## src/rtl/instr_encoder.sv

```systemverilog
// ============================================================================
// Module  : instr_encoder
// Brief   : Encodes field-level ARM-subset instruction descriptors into 32-bit
//           words and streams them into instruction memory from word 0.
// Rev     : 1.0 - initial release
// ============================================================================
`default_nettype none

module instr_encoder #(
    parameter int ADDR_W = 6
) (
    input  logic              clk,
    input  logic              reset,
    input  logic              start,
    input  logic              finish,
    input  logic              in_valid,
    output logic              in_ready,
    input  logic [1:0]        in_class,
    input  logic [2:0]        in_alu,
    input  logic [3:0]        in_cond,
    input  logic              in_s,
    input  logic              in_i,
    input  logic              in_load,
    input  logic [3:0]        in_rd,
    input  logic [3:0]        in_rn,
    input  logic [3:0]        in_rm,
    input  logic [11:0]       in_imm,
    input  logic [23:0]       in_boff,
    output logic              imem_we,
    output logic [ADDR_W-1:0] imem_addr,
    output logic [31:0]       imem_wdata,
    output logic [ADDR_W:0]   count,
    output logic              done,
    output logic              err
);

    localparam logic [1:0]      c_idle  = 2'd0;
    localparam logic [1:0]      c_run   = 2'd1;
    localparam logic [1:0]      c_done  = 2'd2;
    localparam logic [ADDR_W:0] c_depth = {1'b1, {ADDR_W{1'b0}}};
    localparam logic [ADDR_W:0] c_last  = c_depth - 1'b1;

    logic [1:0]        r_state;
    logic [ADDR_W:0]   r_count;
    logic              r_we;
    logic [ADDR_W-1:0] r_addr;
    logic [31:0]       r_wdata;
    logic              r_done;
    logic              r_err;

    logic [3:0]  w_cmd;
    logic        w_alu_ok;
    logic        w_is_cmp;
    logic        w_invalid;
    logic        w_accept;
    logic [31:0] w_word;

    always_comb begin
        w_cmd    = 4'b0000;
        w_alu_ok = 1'b1;
        case (in_alu)
            3'd0:    w_cmd = 4'b0000;
            3'd1:    w_cmd = 4'b0010;
            3'd2:    w_cmd = 4'b0100;
            3'd3:    w_cmd = 4'b1100;
            3'd4:    w_cmd = 4'b1010;
            default: w_alu_ok = 1'b0;
        endcase
    end

    assign w_is_cmp  = (in_alu == 3'd4);
    assign w_invalid = (in_class == 2'b11) || ((in_class == 2'b00) && !w_alu_ok);

    // CMP has no destination and always updates flags
    always_comb begin
        w_word = 32'h0000_0000;
        case (in_class)
            2'b00:   w_word = {in_cond, 2'b00, in_i, w_cmd, in_s | w_is_cmp, in_rn,
                               w_is_cmp ? 4'h0 : in_rd,
                               in_i ? in_imm : {8'h00, in_rm}};
            2'b01:   w_word = {in_cond, 7'b0101100, in_load, in_rn, in_rd, in_imm};
            2'b10:   w_word = {in_cond, 4'b1010, in_boff};
            default: w_word = 32'h0000_0000;
        endcase
    end

    assign in_ready = (r_state == c_run) && (r_count < c_depth) && !finish;
    assign w_accept = in_valid && in_ready;

    always_ff @(posedge clk or posedge reset) begin
        if (reset) begin
            r_state <= c_idle;
            r_count <= '0;
            r_we    <= 1'b0;
            r_addr  <= '0;
            r_wdata <= 32'h0000_0000;
            r_done  <= 1'b0;
            r_err   <= 1'b0;
        end else begin
            r_we <= 1'b0;
            case (r_state)
                c_run: begin
                    if (finish) begin
                        r_state <= c_done;
                        r_done  <= 1'b1;
                    end else if (w_accept) begin
                        if (w_invalid) begin
                            r_err <= 1'b1;
                        end else begin
                            r_we    <= 1'b1;
                            r_addr  <= r_count[ADDR_W-1:0];
                            r_wdata <= w_word;
                            r_count <= r_count + 1'b1;
                            if (r_count == c_last) begin
                                r_state <= c_done;
                                r_done  <= 1'b1;
                            end
                        end
                    end
                end
                default: begin
                    if (start) begin
                        r_state <= c_run;
                        r_count <= '0;
                        r_err   <= 1'b0;
                        r_done  <= 1'b0;
                    end
                end
            endcase
        end
    end

    assign imem_we    = r_we;
    assign imem_addr  = r_addr;
    assign imem_wdata = r_wdata;
    assign count      = r_count;
    assign done       = r_done;
    assign err        = r_err;

endmodule

`default_nettype wire

```

## config.mk

```make
export PLATFORM = sky130hd
export DESIGN_NAME = instr_encoder
export DESIGN_NICKNAME = d
export VERILOG_FILES = /design/src/rtl/instr_encoder.sv
export SDC_FILE = /design/constraint.sdc
export NUM_CORES = 1
export LEC_CHECK = 0
export ABC_AREA = 1
export CORE_UTILIZATION = 46
export CTS_CLUSTER_DIAMETER = 40
export DETAILED_ROUTE_END_ITERATION = 8
export DONT_BUFFER_PORTS = 1
export PLACE_DENSITY = 0.6
export SLEW_MARGIN = 20
export SYNTH_ARGS = -nofsm -noshare
export SYNTH_HDL_FRONTEND = slang
export SYNTH_SLANG_ARGS = --single-unit
```

## constraint.sdc

```tcl
create_clock -name clk -period 1.4 [get_ports clk]
set_clock_uncertainty 0.2 [all_clocks]
set_input_delay 0.07 -clock clk [delete_from_list [all_inputs] [get_ports clk]]
set_output_delay 0.07 -clock clk [all_outputs]
set_load 0.02 [all_outputs]
```

==> impl_metrics.csv, run 1 <==
group,metric,value,unit
setup_path,cp_max_fo,11,
sta,hold-worst-slack,-0.228,ns
sta,timing.final.hold_violations,19,
synthesis,post_synth.cell_area_avg,8.30,um2
synthesis,ys.flop_type,"dfrtp_1",
final_layout,area_growth,54.5,%
sta,post-route-min-period,1.61,ns
global_routing,grt_start_max_net_pins,22,
route,drc,0,
synthesis,synth-edff-count,0,
power_and_ir_drop,power_frac_clock,18.1,%
die,dieArea,5360,um2
power_and_ir_drop,p_sw,2.43,mW
setup_path,startpoint,"r_state[1]$_DFFE_PP0P_",
power_and_ir_drop,switching_share,41.9,%
sta,fmax,620,MHz
die,start_util,48.7,%
placement,hpwl,4180,um
power_and_ir_drop,ir_drop,1070,uV
die,pin_count,114,
sta,max_slew_margin,66.5,%
final_layout,n_antenna_cell,0,
route,drt-wirelength-per-cell,15.8,um
power_and_ir_drop,seqPwrFrac,51.7,%
setup_path,startpoint_type,"register",
synthesis,synth-seq-cells,49,
synthesis,ys_warn_count,0,
sta,worstMarginPinSlew,0.502,ns
route,vias,2294,
sta,finalSetupViolCount,50,
final_layout,fill_cells,328,
synthesis,synth_top_area_share,52.6,%
setup_path,worst_ep_required_time,1.44,ns
global_routing,grt_pass1_vias,2242,
route,ant_nets,0,
final_layout,nets,436,
worst_hold_path,holdCritPathClass,"in2reg",
flow_run,maxCapViolCount,0,
global_routing,antenna_found_initial,0,
sta,drv_slew,0,
setup_path,end_kind,"register",
power_and_ir_drop,comb_power_share,30.2,%
route,drt_iter0_drc,120,
sta,finalCritPeriodShare,115,%
final_layout,fin_cells,438,
route,wirelength,6930,um
synthesis,yosysMostFrequentCell,"nand2_1",
die,fp.coreArea,4790,um2
clocking,clock-root-buffer,"clkbuf_8",
placement,gp_congestion,0.845,
die,rows,25,
run_status,violations,"hold timing, setup timing",
global_routing,grt_overflow,0,
synthesis,synthCells,281,
synthesis,yosys.area.top_type,"dfrtp_1",
setup_path,crit_type,"reg2reg",
final_layout,layout-drive-gt1-share,24.5,%
clocking,cts_buffers,5,
route,via_per_inst,5.24,
synthesis,synth-async-reset-ratio,100,%
synthesis,yosys-top-cells-count,"86 x nand2_1, 49 x dfrtp_1, 30 x nand3_1",
clocking,cts_tree,"done",
clocking,clk_pin_slew_worst_paths,0.09,ns
synthesis,syn_nets,347,
die,fp.dieH,73.2,um
route,dr.pass1.iters,4,
clocking,clock_latency,0.30,ns
setup_path,r2r-start,"r_state[1]$_DFFE_PP0P_",
clocking,cts_max_level,2,
setup_path,arrival,1.65,ns
power_and_ir_drop,p_leak,1.64,nW
power_and_ir_drop,intPower,3.38,mW
synthesis,synth-seq-area-share,52.6,%
placement,io_buffers,0,
clocking,cts_buffer_depth,2,
synthesis,syn_area,2330,um2
sta,rsz0062_at_grt,"yes",
worst_hold_path,holdCritStartpoint,"in_class[1]",
power_and_ir_drop,p_per_area,1610,nW/um2
sta,fin_ws,-0.214,ns
synthesis,netlist-cell-type-count,27,
die,die_width,73.2,um
global_routing,grt_pass1_wl,10200,um
synthesis,synth_area_leaders,"dfrtp_1 53%, nand2_1 14%, nand3_1 6.4%",
placement,dp_cells,366,
clocking,cts.sinks,49,
global_routing,track_usage,25.0,%
run_status,outcome,"complete, but fails checks",
==> cell usage in the layout, fill, tap and decap left out, types with 4 or more instances in the layout <==
cell	instances
a22oi_1	8
dfrtp_1	46
nand3_1	26
nor2_4	7
inv_2	5
nor2_1	8
nand2_2	6
buf_4	27
nand2_8	4
buf_6	6
nor2_2	5
o21ai_1	18
o21ai_0	8
dlygate4sd3_1	52
a21oi_1	4
inv_1	18
clkbuf_8	6
nand2_1	77
==> sequential cells by signal, indices dropped and copies added, names as in the netlist <==
name and flops:
imem_addr 6, imem_wdata 32, err 1, count 7
r_state 2, imem_we 1
==> area by class of cell <==
cell class                      count  area, um2  area share (%)
Sequential cell                    49       1230            34.1
Timing Repair Buffer               92        928            25.8
Inverter                           25        100            2.78
Tap cell                           67       83.8            2.33
Multi-Input combinational cell    197       1140            31.7
Clock buffer                        7       86.3            2.40
Clock inverter                      1       30.0           0.834
==> critical path: stages (launching register included) <==
cell	delay, ns
dfrtp_2	0.43
inv_2	0.07
nand2_4	0.05
nor2_4	0.11
nand3_4	0.11
inv_4	0.09
nand2_8	0.07
nor2_4	0.13
buf_12	0.14
nand2_1	0.08
nand3_1	0.08
==> cell families (layout without fill, tap and decap cells) <==
kind of cell | after synthesis | count (layout) | synth area share, %
simple gates | 141 | 142 | 25.9
xor+xnor | 4 | 4 | 1.50
compound gates | 50 | 50 | 12.2
buf+inv | 36 | 125 | 7.35
flops | 49 | 49 | 52.6
fa+ha+maj | 1 | 1 | 0.536
==> power by group through the flow <==
stage | logic (mW) | registers [mW] | clock network, mW
5_1_grt | 1.94 | 3.07 | 1.13
2_1_floorplan | 0.846 | 2.93 | 0
6_report | 1.76 | 3.01 | 1.05
4_1_cts | 1.39 | 2.98 | 1.07
3_5_place_dp | 1.19 | 2.99 | 0
3_3_place_gp | 1.15 | 2.99 | 0
==> routing by layer <==
metal	part of all wire, %	up-vias	global-route usage, %
li1	-	1105	-
met1	41	1093	29.1
met2	51	84	43.3
met3	6.8	12	8.01
met4	1.4	0	8.50
met5	0	-	0
==> path summary, 6_finish.rpt <==
| kind | end | slack, ns | cells past startpoint |
|---|---|---|---|
| worst max-delay path | imem_wdata[18]$_DFFE_PP0P_ | -0.21 | 10 |
| worst min register to register | imem_wdata[29]$_DFFE_PP0P_ | 0.42 | 2 |
| max in group asynchronous | imem_wdata[9]$_DFFE_PP0P_ | 0.47 | 3 |
| worst max register to register | imem_wdata[18]$_DFFE_PP0P_ | -0.21 | 10 |
| worst min-delay path | imem_wdata[8]$_DFFE_PP0P_ | -0.23 | 2 |
| min in group asynchronous | r_state[0]$_DFFE_PP0P_ | 0.07 | 2 |
==> repair_timing <==
action,CTS,global route
hold endpoints to repair,89,22
gates cloned,0,3
resized for setup,13,39
pin swaps,7,3
setup buffers,1,7
setup endpoints to repair,48,50
hold buffers,51,3
==> through the flow <==
| stage | cell area, um2 | util (%) | power [mW] | setup WS (ns) | TNS [ns] |
|---|---|---|---|---|---|
| 6_report | 3600 | 75.3 | 5.81 | -0.214 | -7.19 |
| 5_1_grt | 3600 | 75.3 | 6.14 | -0.296 | -11.03 |
| 4_1_cts | 3320 | 69.4 | 5.44 | -0.168 | -5.50 |
| 3_5_place_dp | 2620 | 54.7 | 4.18 | -0.204 | -6.35 |
| 3_3_place_gp | 2620 | 54.7 | 4.14 | -0.151 | -4.70 |
| 2_1_floorplan | 2390 | - | 3.78 | -0.149 | -5.71 |
No activity file was read; power rests on OpenSTA's default activity.
==> inputs of run 2 (changes only) <==
- ABC_CLOCK_PERIOD_IN_PS: default -> 1400
- CELL_PAD_IN_SITES_DETAIL_PLACEMENT: default -> 2
- CELL_PAD_IN_SITES_GLOBAL_PLACEMENT: default -> 2
- CORE_UTILIZATION: 46 -> 30
- PLACE_DENSITY: 0.6 -> 0.71
==> impl_metrics.csv, run 2 (synthesis results as in run 1) <==
group,metric,value,unit
setup_path,worst_ep_required_time,1.38,ns
die,start_util,31.6,%
route,vias,2547,
global_routing,grt_overflow,0,
clocking,cts_buffers,5,
die,fp.coreArea,7370,um2
clocking,cts_tree,"done",
setup_path,slowest_delay,0.43,ns
placement,place_area,2680,um2
worst_hold_path,hold_path_end,"r_state[1]$_DFFE_PP0P_",
setup_path,crit_chain,"inv_2 -> nand2_4 -> nor2_4 -> nand3_4 -> inv_6 -> nand2_8 -> clkbuf_16 -> nand2_1 -> o21ai_1",
setup_path,arrival,1.73,ns
setup_path,startpoint_type,"register",
final_layout,largest_register_ffs,32,
final_layout,nets,455,
sta,drv_slew,0,
final_layout,layout_commonest_cell,"dlygate4sd3_1",
placement,hpwl,5330,um
placement,gp_congestion,0.752,
power_and_ir_drop,p_leak,1.77,nW
setup_path,cp_max_fo,12,
sta,hold-worst-slack,-0.145,ns
final_layout,layout-drive-gt1-share,29.7,%
run_status,violations,"hold timing, setup timing",
final_layout,final_cell_area,3960,um2
final_layout,seqCellArea,1230,um2
die,fp.dieH,90.2,um
setup_path,rrSetupSlack,-0.35,ns
route,via_per_inst,5.20,
route,dr.pass1.iters,4,
worst_hold_path,hold-path-cell-count,4,
sta,fin_ws,-0.347,ns
clocking,cts_buffer_depth,2,
run_status,outcome,"complete, but fails checks",
setup_path,r2r-start,"r_state[1]$_DFFE_PP0P_",
global_routing,track_usage,22.7,%
die,rows,31,
placement,io_buffers,0,
route,ant_nets,0,
global_routing,antenna_found_initial,1,
die,dieArea,8130,um2
sta,max_slew_margin,66.4,%
worst_hold_path,holdCritStartpoint,"in_valid",
sta,worstMarginPinSlew,0.503,ns
clocking,clock-root-buffer,"clkbuf_8",
setup_path,crit_type,"reg2reg",
sta,post-route-min-period,1.75,ns
global_routing,grt_pass1_vias,2698,
flow_run,maxCapViolCount,0,
global_routing,grt_start_max_net_pins,50,
final_layout,fill_cells,763,
clocking,cts.sinks,49,
final_layout,multi_input_area,1260,um2
setup_path,reg2reg_depth,9,
final_layout,final_cell_mix,"67 x dlygate4sd3_1, 61 x nand2_1, 46 x dfrtp_1",
power_and_ir_drop,p_per_area,1600,nW/um2
sta,finalSetupViolCount,50,
final_layout,area_growth,69.8,%
route,wirelength,11700,um
sta,finalCritPeriodShare,125,%
sta,timing.final.hold_violations,2,
route,drt-wirelength-per-cell,23.9,um
die,pin_count,114,
sta,fmax,572,MHz
worst_hold_path,holdCritPathClass,"in2reg",
power_and_ir_drop,power,6.34,mW
setup_path,slowest_stage,"dfrtp_2",
clocking,cts_max_level,2,
sta,rsz0062_at_grt,"yes",
global_routing,grt_pass1_wl,14400,um
power_and_ir_drop,ir_drop,615,uV
setup_path,rr_endpoint,"imem_wdata[23]$_DFFE_PP0P_",
route,drt_iter0_drc,54,
die,die_width,90.2,um
route,drc,0,
clocking,clk_pin_slew_worst_paths,0.10,ns
setup_path,end_kind,"register",
clocking,clock_latency,0.31,ns
-- run 2: metal layers --
layer / track usage, % / routed length (um)
met3: 4.65 / 508
met5: 0 / 0
met1: 25.5 / 4360
met4: 7.26 / 296
met2: 42.4 / 6570
-- run 2: final cells by class --
cell class / count / area share [%]
Multi-Input combinational cell: 198 / 31.9
Tap cell: 99 / 3.13
Inverter: 25 / 2.59
Antenna cell: 1 / 0.0632
Clock buffer: 6 / 1.83
Timing Repair Buffer: 110 / 29.2
Sequential cell: 49 / 31.0
Clock inverter: 2 / 0.253
-- run 2: timing repair --
item	in CTS	in global routing
endpoints found under the hold margin	92	18
resized for setup	26	57
pin swaps	5	12
hold buffers	52	18
cloned	0	6
setup buffers	5	6
endpoints found under the setup margin	49	50
-- run 2: how the worst max path moves through the flow --
stage               slack, ns                   start  depth (start not counted)                          to
global placement        -0.15  r_state[1]$_DFFE_PP0P_                          8        count[2]$_DFFE_PP0P_
floorplan               -0.15  r_state[1]$_DFFE_PP0P_                         10  imem_wdata[19]$_DFFE_PP0P_
finish                  -0.35  r_state[1]$_DFFE_PP0P_                          9  imem_wdata[23]$_DFFE_PP0P_
global route            -0.41  r_state[1]$_DFFE_PP0P_                          9        count[1]$_DFFE_PP0P_
CTS                     -0.20  r_state[1]$_DFFE_PP0P_                          8   imem_wdata[1]$_DFFE_PP0P_
detailed placement      -0.26  r_state[1]$_DFFE_PP0P_                          8        count[0]$_DFFE_PP0P_
-- run 2: report_power, final --
| group | switching, mW | internal, mW |
|---|---|---|
| registers | 1.19 | 1.95 |
| logic | 1.25 | 1.09 |
| clock network | 0.520 | 0.349 |
-- run 2: worst max-delay path, delay by kind of cell, from the launching register on --
kind / cells / cell delay, ns
flops: 1 / 0.43
compound gates: 1 / 0.09
simple gates: 5 / 0.51
buf+inv: 3 / 0.39
-- run 2: through the flow --
| step | hold slack, ns | TNS, ns | util (%) | setup slack, ns | std cells |
|---|---|---|---|---|---|
| after floorplan | -0.0941 | -5.71 | - | -0.149 | 281 |
| after global placement | -0.165 | -5.92 | 36.4 | -0.151 | 395 |
| after detailed placement | -0.164 | -10.31 | 36.4 | -0.257 | 395 |
| after CTS | -0.230 | -8.00 | 46.6 | -0.204 | 460 |
| after global routing | -0.120 | -16.20 | 53.8 | -0.409 | 490 |
| final | -0.145 | -13.53 | 53.8 | -0.347 | 490 |
